<file path="src/rtl/mips_mem_pkg.sv">
// Shared types and constants for the unified instruction/data memory port arbiter.
package mips_mem_pkg;

  typedef enum logic [1:0] {
    IDLE   = 2'd0,
    BUSY_I = 2'd1,
    BUSY_D = 2'd2
  } arb_state_t;

  // Read data returned to a requester whose access was abandoned by the watchdog.
  localparam logic [31:0] ARB_ABORT_DATA = 32'hDEAD_BEEF;
  localparam int          ARB_CNT_W      = 8;

endpackage

</file>
<file path="src/rtl/arb_timeout_ctr.sv">
// Wait counter for the arbiter: counts BUSY cycles without mem_ack and flags expiry
// once the count has reached TIMEOUT_CYCLES.
module arb_timeout_ctr
  import mips_mem_pkg::*;
#(
  parameter int TIMEOUT_CYCLES = 255
) (
  input  logic clk,
  input  logic reset,
  input  logic busy,
  input  logic ack,
  output logic expired
);

  localparam logic [ARB_CNT_W-1:0] LIMIT = ARB_CNT_W'(TIMEOUT_CYCLES);

  logic [ARB_CNT_W-1:0] cnt;

  // Held at zero outside BUSY so every new access starts counting from zero;
  // saturates at the limit so it can never wrap back below it.
  always_ff @(posedge clk) begin
    if (reset || !busy) begin
      cnt <= '0;
    end else if (!ack && (cnt != LIMIT)) begin
      cnt <= cnt + 1'b1;
    end
  end

  assign expired = busy && (cnt == LIMIT);

endmodule

</file>
<file path="src/rtl/mem_port_arbiter.sv">
// Arbitrates the fetch and memory stages onto one single-port req/ack memory, data first.
// Optional watchdog abort enabled by defining MEM_ARB_TIMEOUT_EN.
module mem_port_arbiter
  import mips_mem_pkg::*;
#(
  parameter int AW             = 32,
  parameter int DW             = 32,
  parameter int TIMEOUT_CYCLES = 255
) (
  input  logic          clk,
  input  logic          reset,
  input  logic          i_req,
  input  logic [AW-1:0] i_addr,
  output logic [DW-1:0] i_rdata,
  output logic          i_done,
  input  logic          d_req,
  input  logic          d_we,
  input  logic [AW-1:0] d_addr,
  input  logic [DW-1:0] d_wdata,
  output logic [DW-1:0] d_rdata,
  output logic          d_done,
  output logic          mem_req,
  output logic          mem_we,
  output logic [AW-1:0] mem_addr,
  output logic [DW-1:0] mem_wdata,
  input  logic [DW-1:0] mem_rdata,
  input  logic          mem_ack,
  output logic          mem_stall,
  output logic          arb_err
);

  if ((TIMEOUT_CYCLES < 1) || (TIMEOUT_CYCLES > 255)) begin : g_bad_timeout
    $error("TIMEOUT_CYCLES must be in 1..255");
  end

  arb_state_t    state, state_nxt;
  logic          mem_req_nxt, mem_we_nxt;
  logic [AW-1:0] mem_addr_nxt;
  logic [DW-1:0] mem_wdata_nxt;
  logic [DW-1:0] i_rdata_nxt, d_rdata_nxt;
  logic          i_done_nxt, d_done_nxt;
  logic          timeout_hit;

`ifdef MEM_ARB_TIMEOUT_EN
  arb_timeout_ctr #(
    .TIMEOUT_CYCLES(TIMEOUT_CYCLES)
  ) u_timeout_ctr (
    .clk    (clk),
    .reset  (reset),
    .busy   (state != IDLE),
    .ack    (mem_ack),
    .expired(timeout_hit)
  );

  // An ack arriving in the expiry cycle completes normally, so it does not flag an error.
  always_ff @(posedge clk) begin
    if (reset) begin
      arb_err <= 1'b0;
    end else if (timeout_hit && !mem_ack) begin
      arb_err <= 1'b1;
    end
  end
`else
  assign timeout_hit = 1'b0;
  assign arb_err     = 1'b0;
`endif

  always_ff @(posedge clk) begin
    if (reset) begin
      state     <= IDLE;
      mem_req   <= 1'b0;
      mem_we    <= 1'b0;
      mem_addr  <= '0;
      mem_wdata <= '0;
      i_rdata   <= '0;
      d_rdata   <= '0;
      i_done    <= 1'b0;
      d_done    <= 1'b0;
    end else begin
      state     <= state_nxt;
      mem_req   <= mem_req_nxt;
      mem_we    <= mem_we_nxt;
      mem_addr  <= mem_addr_nxt;
      mem_wdata <= mem_wdata_nxt;
      i_rdata   <= i_rdata_nxt;
      d_rdata   <= d_rdata_nxt;
      i_done    <= i_done_nxt;
      d_done    <= d_done_nxt;
    end
  end

  // Requests are only looked at in IDLE, so address/data wiggles during BUSY never
  // reach the memory; the data stage wins ties because it holds the older instruction.
  always_comb begin
    state_nxt     = state;
    mem_req_nxt   = mem_req;
    mem_we_nxt    = mem_we;
    mem_addr_nxt  = mem_addr;
    mem_wdata_nxt = mem_wdata;
    i_rdata_nxt   = i_rdata;
    d_rdata_nxt   = d_rdata;
    i_done_nxt    = 1'b0;
    d_done_nxt    = 1'b0;

    case (state)
      IDLE: begin
        if (d_req) begin
          state_nxt     = BUSY_D;
          mem_req_nxt   = 1'b1;
          mem_we_nxt    = d_we;
          mem_addr_nxt  = d_addr;
          mem_wdata_nxt = d_wdata;
        end else if (i_req) begin
          state_nxt     = BUSY_I;
          mem_req_nxt   = 1'b1;
          mem_we_nxt    = 1'b0;
          mem_addr_nxt  = i_addr;
          mem_wdata_nxt = '0;
        end
      end

      BUSY_I: begin
        if (mem_ack) begin
          state_nxt   = IDLE;
          mem_req_nxt = 1'b0;
          mem_we_nxt  = 1'b0;
          i_rdata_nxt = mem_rdata;
          i_done_nxt  = 1'b1;
        end else if (timeout_hit) begin
          state_nxt   = IDLE;
          mem_req_nxt = 1'b0;
          mem_we_nxt  = 1'b0;
          i_rdata_nxt = DW'(ARB_ABORT_DATA);
          i_done_nxt  = 1'b1;
        end
      end

      BUSY_D: begin
        if (mem_ack) begin
          state_nxt   = IDLE;
          mem_req_nxt = 1'b0;
          mem_we_nxt  = 1'b0;
          d_rdata_nxt = mem_we ? '0 : mem_rdata;
          d_done_nxt  = 1'b1;
        end else if (timeout_hit) begin
          state_nxt   = IDLE;
          mem_req_nxt = 1'b0;
          mem_we_nxt  = 1'b0;
          d_rdata_nxt = DW'(ARB_ABORT_DATA);
          d_done_nxt  = 1'b1;
        end
      end

      default: begin
        state_nxt   = IDLE;
        mem_req_nxt = 1'b0;
        mem_we_nxt  = 1'b0;
      end
    endcase
  end

  assign mem_stall = (i_req & ~i_done) | (d_req & ~d_done);

endmodule

</file>
<file path="config.mk">
export PLATFORM = sky130hd
export DESIGN_NAME = mem_port_arbiter
export DESIGN_NICKNAME = d
export VERILOG_FILES = /design/src/rtl/mips_mem_pkg.sv /design/src/rtl/arb_timeout_ctr.sv /design/src/rtl/mem_port_arbiter.sv
export SDC_FILE = /design/constraint.sdc
export NUM_CORES = 1
export LEC_CHECK = 0
export CAP_MARGIN = 20
export CORE_UTILIZATION = 42
export DETAILED_ROUTE_END_ITERATION = 7
export PLACE_DENSITY = 0.85
export RECOVER_POWER = 25
export SLEW_MARGIN = 20
export SYNTH_ARGS = -nofsm -noshare
export SYNTH_HDL_FRONTEND = slang
export SYNTH_SLANG_ARGS = --single-unit
</file>
<file path="constraint.sdc">
create_clock -name clk -period 2.5 [get_ports clk]
set_clock_uncertainty 0.2 [all_clocks]
set_input_delay 0.5 -clock clk [delete_from_list [all_inputs] [get_ports clk]]
set_output_delay 0.5 -clock clk [all_outputs]
set_load 0.01 [all_outputs]
</file>
==> impl_metrics.env, run 1 <==
export IMPL_wl_met2_um=7700
export IMPL_leakagePower_nw=3.15
export IMPL_status="finished clean"
export IMPL_drtPass1Iterations=5
export IMPL_met3_length_um=1100
export IMPL_dp_hpwl_um=10800
export IMPL_synth_top_area_share_pct=53.8
export IMPL_r2r_slack_ns=0.56
export IMPL_routed_top_layer="met4"
export IMPL_grtUsageTotal_pct=24.6
export IMPL_final_layout_size_suffix_gt1_share_pct=10.1
export IMPL_post_synth_top_area_cell="dfxtp_1"
export IMPL_worstSkewPairLatency_ns=0.41
export IMPL_hold_class="in2reg"
export IMPL_synth_area_leaders="dfxtp_1 (54%), a211oi_2 (7.0%), mux2i_1 (6.4%)"
export IMPL_whs_ns=0.151
export IMPL_cp_max_fo=32
export IMPL_yosys_top_cells_count="dfxtp_1 (134), nand2_1 (67), nor2_1 (67)"
export IMPL_cts_buffer_depth=2
export IMPL_grt_pass1_vias=4914
export IMPL_ctsHoldBuffers=0
export IMPL_fin_area_um2=8300
export IMPL_p_int_w=0.00439
export IMPL_pwr_share_seq_pct=39.7
export IMPL_max_cap_viol_count=0
export IMPL_synth_seq_cells=134
export IMPL_antenna_found_initial=1
export IMPL_syn_cell_area_um2=4980
export IMPL_wl_um=14900
export IMPL_syn_inst=500
export IMPL_vias_per_cell=5.15
export IMPL_post_dp_cell_area_um2=7710
export IMPL_initial_core_util_pct=43.5
export IMPL_ios=268
export IMPL_period_share_pct=84.4
export IMPL_ys_warn_count=0
export IMPL_ys_flop_type="dfxtp_1"
export IMPL_grt_first_pass_wirelength_um=24200
export IMPL_fin_nets=890
export IMPL_rows=39
export IMPL_cellPowerDensity_nw_per_um2=718
export IMPL_ys_seq_area_share_pct=53.8
export IMPL_clockRootBuffer="clkbuf_16"
export IMPL_h_tree_depth=4
export IMPL_grt_overflow=0
export IMPL_crit_arrival_ns=2.25
export IMPL_avgSynthCellArea_um2=9.97
export IMPL_synth_most_common_cell="dfxtp_1"
export IMPL_tritoncts="done"
export IMPL_area_growth_pct=66.6
export IMPL_die_area_um2=12300
export IMPL_crit_path_end_kind="flip-flop"
export IMPL_core_area_um2=11500
export IMPL_cts_clk_slew_worst_paths_ns=0.06
export IMPL_cts_num_sinks=134
export IMPL_worst_pin_slew_ns=0.792
export IMPL_peakVddDrop_mv=0.428
export IMPL_rsz0062_at_grt="false"
export IMPL_place_inst=877
export IMPL_vias=4683
export IMPL_die_width_um=111
export IMPL_critical_path_class="in2reg"
export IMPL_synth_edf_count=0
export IMPL_die_h_um=111
export IMPL_p_sw_share_pct=26.3
export IMPL_start_kind="input port"
export IMPL_layout_cells_non_filler=910
export IMPL_wl_met1_um=5760
export IMPL_cts_buffers=17
export IMPL_slew_violations=0
export IMPL_fin_crit_ns=2.11
export IMPL_setup_viol_count_final=0
export IMPL_drc_errors=0
export IMPL_ant_nets=0
export IMPL_wl_per_cell_um=16.4
export IMPL_grt_max_degree=65
export IMPL_power_frac_comb_pct=18.4
export IMPL_drtIter0Drc=216
export IMPL_worstPathRequired_ns=2.65
export IMPL_clock_fmax_ghz=0.474
export IMPL_switchingPower_w=0.00157
export IMPL_hold_viol_final=0
export IMPL_syn_num_nets=637
export IMPL_yosysUniqueCellTypes=29
export IMPL_io_buffers=266
export IMPL_clock_power_share_pct=41.9
export IMPL_max_slew_margin_pct=47.0
export IMPL_synthArstFlopShare_pct=0
export IMPL_gp_congestion=0.806
[worst max-delay path, stage by stage]
cell and delay [ns]:
dlygate4sd3_1 0.65, nand2_1 0.15, nor3_4 0.12, clkbuf_2 0.58, a22o_1 0.24
[flip-flops by register name (all words and copies together), names as in the netlist]
signal,flops
state,2
mem_wdata,32
i_rdata,32
mem_addr,32
mem_req,1
mem_we,1
i_done,1
d_rdata,32
d_done,1
[power groups by stage]
stage | logic (W) | registers [W] | clock network [W]
after global placement | 0.00107 | 0.00241 | 0
after floorplan | 0.000444 | 0.00247 | 0
after CTS | 0.00111 | 0.00237 | 0.00254
after detailed placement | 0.00111 | 0.00241 | 0
after global routing | 0.00118 | 0.00238 | 0.00264
final | 0.00110 | 0.00237 | 0.00249
[worst paths after layout]
check                                        startpoint                        to  cells after the start
worst min-delay path                              reset     state[1]$_SDFFE_PP0P_                      2
worst max-delay path                            mem_ack  d_rdata[11]$_SDFFE_PP0P_                      5
worst max register to register    state[0]$_SDFFE_PP0P_  d_rdata[11]$_SDFFE_PP0P_                      6
worst min register to register  i_rdata[6]$_SDFFE_PP0P_   i_rdata[6]$_SDFFE_PP0P_                      2
[cells by family (layout without fill, tap and decap cells)]
kind of cell             count (synthesis)  after routing  synth area share, %
adder cells (fa/ha/maj)                  3              3                0.753
AND/OR/NAND/NOR                        144            144                 11.4
other                                    1              2               0.0752
AO/OA/AOI/OAI                          139            139                 22.5
multiplexers                            32             32                 6.43
flip-flops                             134            134                 53.8
buffers and inverters                   47            313                 5.00
[cell usage in the layout (no fill, tap or decap), types with 3 or more instances in the layout]
cell type,instances
mux2i_1,32
clkbuf_16,17
a211oi_1,4
a21oi_1,37
nand2_1,67
a211oi_2,28
clkdlybuf4s50_1,262
inv_6,6
dfxtp_1,134
buf_4,8
clkinvlp_4,3
a22o_1,32
a22oi_1,32
ha_1,3
nor2_1,67
inv_1,4
[timing repair]
item | 4_1_cts | 5_1_grt
resized for setup | 0 | 1
buffers inserted | 0 | 0
endpoints found under the hold margin | 0 | 0
setup endpoints to repair | 0 | 1
[metal layers]
metal  GRT usage, %  vias up
met2           44.1      204
met5              0        -
met1           26.4     2190
met4           11.3        0
li1               -     2261
met3           7.27       28
[final cells by class]
type / instances / area, um2
antenna: 1 / 2.50
clock inverter: 14 / 163
sequential: 134 / 2680
tap: 143 / 179
multi-input combinational: 319 / 2070
fill: 829 / 3170
inverter: 4 / 15.0
timing repair buffer: 277 / 2760
clock buffer: 18 / 429
[stage by stage]
stage	power (W)	worst slack, ns	util [%]	setup TNS, ns
floorplan	0.00292	0.695	-	0
global placement	0.00348	-0.0878	67.3	-2.53
detailed placement	0.00352	-0.221	67.3	-5.22
CTS	0.00601	0.0425	72.4	0
global route	0.00620	0.318	72.4	0
finish	0.00596	0.390	72.4	0
(Power assumes the default switching activity.)
==> run 2: changes to the inputs <==
- CORE_UTILIZATION: 42 -> 35
- PLACE_DENSITY: 0.85 -> 0.76
- clock period: 2.5 -> 1.7 ns (I/O delays scaled with it)
==> run 2 against run 1 <==
  * Sequential share of layout area shrank 0.30 points
  * Final cell count rose by 5.6%
  * Sequential power rose by 46%
  * Register-to-register slack lost 0.44 ns
  * Worst setup slack got worse by 0.33 ns
  * Non-clock buffer count up 15
  * Critical endpoint is now mem_we
  * Largest cell class unchanged
  * Die area increased by 20%
  * Utilization fell by 12 points
  * Hold slack got worse by 0.035 ns
  * Sequential cell count unchanged
  * Final area increased by 0.93%
  * Via count rose by 1.4%
==> impl_metrics.env, run 2 (synthesized netlist as in run 1, its figures left out) <==
export IMPL_wl_um=15100
export IMPL_leakagePower_nw=3.78
export IMPL_clockRootBuffer="clkbuf_16"
export IMPL_period_share_pct=96.4
export IMPL_rsz0062_at_grt="false"
export IMPL_area_growth_pct=68.1
export IMPL_cts_buffers=17
export IMPL_cpPeakStageDelay_ns=0.40
export IMPL_tritoncts="done"
export IMPL_cp_max_fo=3
export IMPL_critical_path_class="reg2out"
export IMPL_hold_class="in2reg"
export IMPL_start_kind="flip-flop"
export IMPL_ctsHoldBuffers=0
export IMPL_fin_crit_ns=1.64
export IMPL_drtPass1Iterations=5
export IMPL_cts_num_sinks=134
export IMPL_grt_first_pass_wirelength_um=23300
export IMPL_worstSkewPairLatency_ns=0.40
export IMPL_die_h_um=121
export IMPL_setup_viol_count_final=0
export IMPL_layout_commonest_cell="dfxtp_1"
export IMPL_die_area_um2=14700
export IMPL_grtUsageTotal_pct=20.4
export IMPL_fin_tns_setup_ns=0
export IMPL_antenna_found_initial=1
export IMPL_slew_violations=0
export IMPL_postCtsSetupRepairBufs=0
export IMPL_ant_nets=0
export IMPL_path_cells="clkdlybuf4s15_1"
export IMPL_rows=43
export IMPL_crit_arrival_ns=1.10
export IMPL_gp_congestion=0.780
export IMPL_crit_path_end_kind="output port"
export IMPL_peakVddDrop_mv=0.712
export IMPL_crit_buf_inv=1
export IMPL_hold_viol_final=0
export IMPL_cts_buffer_depth=2
export IMPL_fin_nets=905
export IMPL_vias_per_cell=4.94
export IMPL_core_area_um2=13900
export IMPL_wl_per_cell_um=15.7
export IMPL_ios=268
export IMPL_status="finished clean"
export IMPL_final_layout_size_suffix_gt1_share_pct=11.5
export IMPL_dp_hpwl_um=10900
export IMPL_worstPathRequired_ns=1.16
export IMPL_h_tree_depth=4
export IMPL_crit_family="flip-flops"
export IMPL_final_cell_mix="dfxtp_1 (134), dlygate4sd2_1 (132), clkdlybuf4s50_1 (130)"
export IMPL_grt_overflow=0
export IMPL_grt_max_degree=55
export IMPL_whs_ns=0.116
export IMPL_vias=4750
export IMPL_max_cap_viol_count=0
export IMPL_io_buffers=266
export IMPL_clock_fmax_ghz=0.610
export IMPL_cts_clk_slew_worst_paths_ns=0.06
export IMPL_drtIter0Drc=235
export IMPL_cellPowerDensity_nw_per_um2=1030
export IMPL_initial_core_util_pct=35.9
export IMPL_die_width_um=121
export IMPL_critical_path_slowest_cell="dfxtp_1"
export IMPL_drc_errors=0
export IMPL_grt_pass1_vias=4789
[run 2: per-stage QoR]
step / power, W / instance area, um2 / setup WS [ns] / utilization [%] / cells
after floorplan: 0.00429 / 4980 / 0.134 / - / 500
after global placement: 0.00522 / 7940 / -0.467 / 57.2 / 928
after detailed placement: 0.00528 / 7940 / -0.465 / 57.2 / 928
after CTS: 0.00873 / 8380 / 0.0117 / 60.3 / 960
after global routing: 0.00902 / 8380 / 0.00133 / 60.4 / 961
final: 0.00864 / 8380 / 0.0617 / 60.4 / 961
[run 2: metal layers]
layer	part of all wire (%)	up-vias	global-route usage [%]	routed length, um
li1	-	2298	-	-
met1	39	2226	21.9	5900
met2	50	203	36.0	7550
met3	9.0	23	7.14	1360
met4	2.0	0	8.72	295
met5	0	-	0	0
[run 2: where the power goes]
group | switching [W] | total (W) | internal (W)
Combinational | 0.000762 | 0.00161 | 0.000848
Clock | 0.00129 | 0.00356 | 0.00227
Sequential | 0.000108 | 0.00347 | 0.00336
[run 2: final cells by class]
class / count / area, um2
Fill cell: 1217 / 5500
Timing Repair Buffer: 292 / 2800
Sequential cell: 134 / 2680
Multi-Input combinational cell: 319 / 2070
Clock buffer: 24 / 482
Tap cell: 180 / 225
Clock inverter: 7 / 96.3
Inverter: 4 / 15.0
Antenna cell: 1 / 2.50
[run 2: what timing repair did]
| action | 4_1_cts | 5_1_grt |
|---|---|---|
| resized for setup | 138 | 3 |
| endpoints found under the hold margin | 0 | 0 |
| pin swaps | 1 | 0 |
| endpoints found under the setup margin | 134 | 22 |
| gates cloned | 1 | 0 |
[run 2: worst paths after layout]
kind                      startpoint                    endpoint  slack, ns  cells past startpoint
max              mem_we$_SDFFE_PP0P_                      mem_we       0.06                      1
min                            reset  mem_wdata[28]$_SDFFE_PP0P_       0.12                      2
max reg2reg    state[1]$_SDFFE_PP0P_   mem_addr[13]$_SDFFE_PP0P_       0.12                      6
min reg2reg  i_rdata[1]$_SDFFE_PP0P_     i_rdata[1]$_SDFFE_PP0P_       0.25                      2
==> run 3: changes to the inputs <==
- HOLD_SLACK_MARGIN: default -> 0.08
- SKIP_LAST_GASP: default -> 1
==> run 3 against run 2 <==
  * Worst setup slack gained 0.0025 ns
  * Final cell count is the same
  * Utilization is essentially flat
  * Largest cell class unchanged
  * Power is essentially flat
  * Critical endpoint unchanged
  * Largest power group unchanged
==> impl_metrics.env, run 3 (synthesized netlist as in run 1, its figures left out) <==
export IMPL_status="finished clean"
export IMPL_dp_slack_ns=-0.465
export IMPL_setup_ws_ns=0.0642
export IMPL_grt_overflow=0
export IMPL_reg2reg_to="mem_addr[13]$_SDFFE_PP0P_"
export IMPL_vias_per_cell=4.93
export IMPL_hold_start="reset"
export IMPL_grtUsageTotal_pct=20.4
export IMPL_hold_viol_final=0
export IMPL_die_h_um=121
export IMPL_die_area_um2=14700
export IMPL_period_share_pct=96.2
export IMPL_cts_buffer_depth=2
export IMPL_io_buffers=266
export IMPL_vias=4740
export IMPL_layout_commonest_cell="dfxtp_1"
export IMPL_postCtsSetupRepairBufs=0
export IMPL_whs_ns=0.119
export IMPL_fillers=1216
export IMPL_die_width_um=121
export IMPL_cpPeakStageDelay_ns=0.40
export IMPL_cellPowerDensity_nw_per_um2=1030
export IMPL_h_tree_depth=4
export IMPL_critical_path_class="reg2out"
export IMPL_start_kind="flip-flop"
export IMPL_cts_clk_slew_worst_paths_ns=0.06
export IMPL_max_cap_viol_count=0
export IMPL_path_cells="clkdlybuf4s15_1"
export IMPL_grt_pass1_vias=4787
export IMPL_rows=43
export IMPL_core_area_um2=13900
export IMPL_worstSkewPairLatency_ns=0.40
export IMPL_drtPass1Iterations=4
export IMPL_clock_fmax_ghz=0.611
export IMPL_clockRootBuffer="clkbuf_16"
export IMPL_dp_hpwl_um=10900
export IMPL_hold_class="in2reg"
export IMPL_fin_nets=905
export IMPL_r2r_cells=6
export IMPL_cts_num_sinks=134
export IMPL_cp_num_cells=1
export IMPL_final_cell_mix="dfxtp_1 (134), dlygate4sd2_1 (131), clkdlybuf4s50_1 (130)"
export IMPL_area_growth_pct=68.2
export IMPL_ant_nets=0
export IMPL_slew_violations=0
export IMPL_gp_congestion=0.780
export IMPL_wl_um=15100
export IMPL_ios=268
export IMPL_peakVddDrop_mv=0.709
export IMPL_crit_start="mem_we$_SDFFE_PP0P_"
export IMPL_r2r_slack_ns=0.12
export IMPL_antenna_found_initial=1
export IMPL_rsz0062_at_grt="false"
export IMPL_grt_first_pass_wirelength_um=23300
export IMPL_final_layout_size_suffix_gt1_share_pct=11.5
export IMPL_fin_crit_ns=1.64
export IMPL_drc_errors=0
export IMPL_crit_family="flip-flops"
export IMPL_grt_max_degree=55
export IMPL_crit_path_end_kind="output port"
export IMPL_ctsHoldBuffers=0
export IMPL_drtIter0Drc=246
export IMPL_area_sequential_um2=2680
export IMPL_tritoncts="done"
export IMPL_r2r_start="state[1]$_SDFFE_PP0P_"
export IMPL_multi_input_area_um2=2070
export IMPL_final_core_utilization_pct=60.4
export IMPL_setup_viol_count_final=0
export IMPL_cp_max_fo=3
export IMPL_critical_path_slowest_cell="dfxtp_1"
export IMPL_wl_per_cell_um=15.7
export IMPL_cts_buffers=17
export IMPL_worstPathRequired_ns=1.16
export IMPL_initial_core_util_pct=35.9
export IMPL_crit_buf_inv=1
export IMPL_crit_arrival_ns=1.10
export IMPL_min_to="mem_wdata[23]$_SDFFE_PP0P_"
export IMPL_holdPathStages=2
export IMPL_leakagePower_nw=3.79
==> run 3: changes by cell type in the layout (fill, tap and decap cells not counted), sizes merged <==
cell,delta
dlymetal6s2s,+1
dlygate4sd2,-1
==> run 3: layout make-up <==
class / instances / area share (%)
multi-input combinational: 319 / 24.7
sequential: 134 / 32.0
clock buffer: 24 / 5.75
tap: 180 / 2.69
antenna: 1 / 0.0299
inverter: 4 / 0.179
timing repair buffer: 292 / 33.5
clock inverter: 7 / 1.15
==> run 3: routing by layer <==
metal | wire (um) | up-vias | global-route usage (%) | share of wire [%]
met1 | 5870 | 2214 | 21.9 | 39
li1 | - | 2298 | - | -
met4 | 295 | 0 | 8.72 | 2.0
met3 | 1400 | 23 | 7.14 | 9.3
met5 | 0 | - | 0 | 0
met2 | 7550 | 205 | 36.0 | 50
==> run 3: report_power, final <==
part | switching (W) | total, W | internal [W]
logic | 0.000760 | 0.00161 | 0.000848
clock network | 0.00129 | 0.00356 | 0.00227
registers | 0.000108 | 0.00347 | 0.00336
==> run 3: worst max path at each step <==
stage,endpoint,slack [ns]
global placement,mem_stall,-0.47
CTS,mem_stall,-0.20
detailed placement,mem_stall,-0.46
floorplan,mem_wdata[10]$_SDFFE_PP0P_,0.13
finish,mem_we,0.06
global route,mem_we,0.001
==> run 3: timing repair <==
item                       in CTS  in global routing
setup endpoints to repair     134                 11
hold endpoints to repair        0                  0
pin swaps                       0                  0
resized for setup             133                  8
gates cloned                    1                  0
==> run 3: per-stage QoR <==
stage | area [um2] | instances | setup TNS (ns) | total power [W]
after global placement | 7940 | 928 | -14.55 | 0.00522
after global routing | 8380 | 961 | 0 | 0.00902
after detailed placement | 7940 | 928 | -18.31 | 0.00528
after floorplan | 4980 | 500 | 0 | 0.00429
after CTS | 8390 | 960 | -0.466 | 0.00873
final | 8380 | 961 | 0 | 0.00864
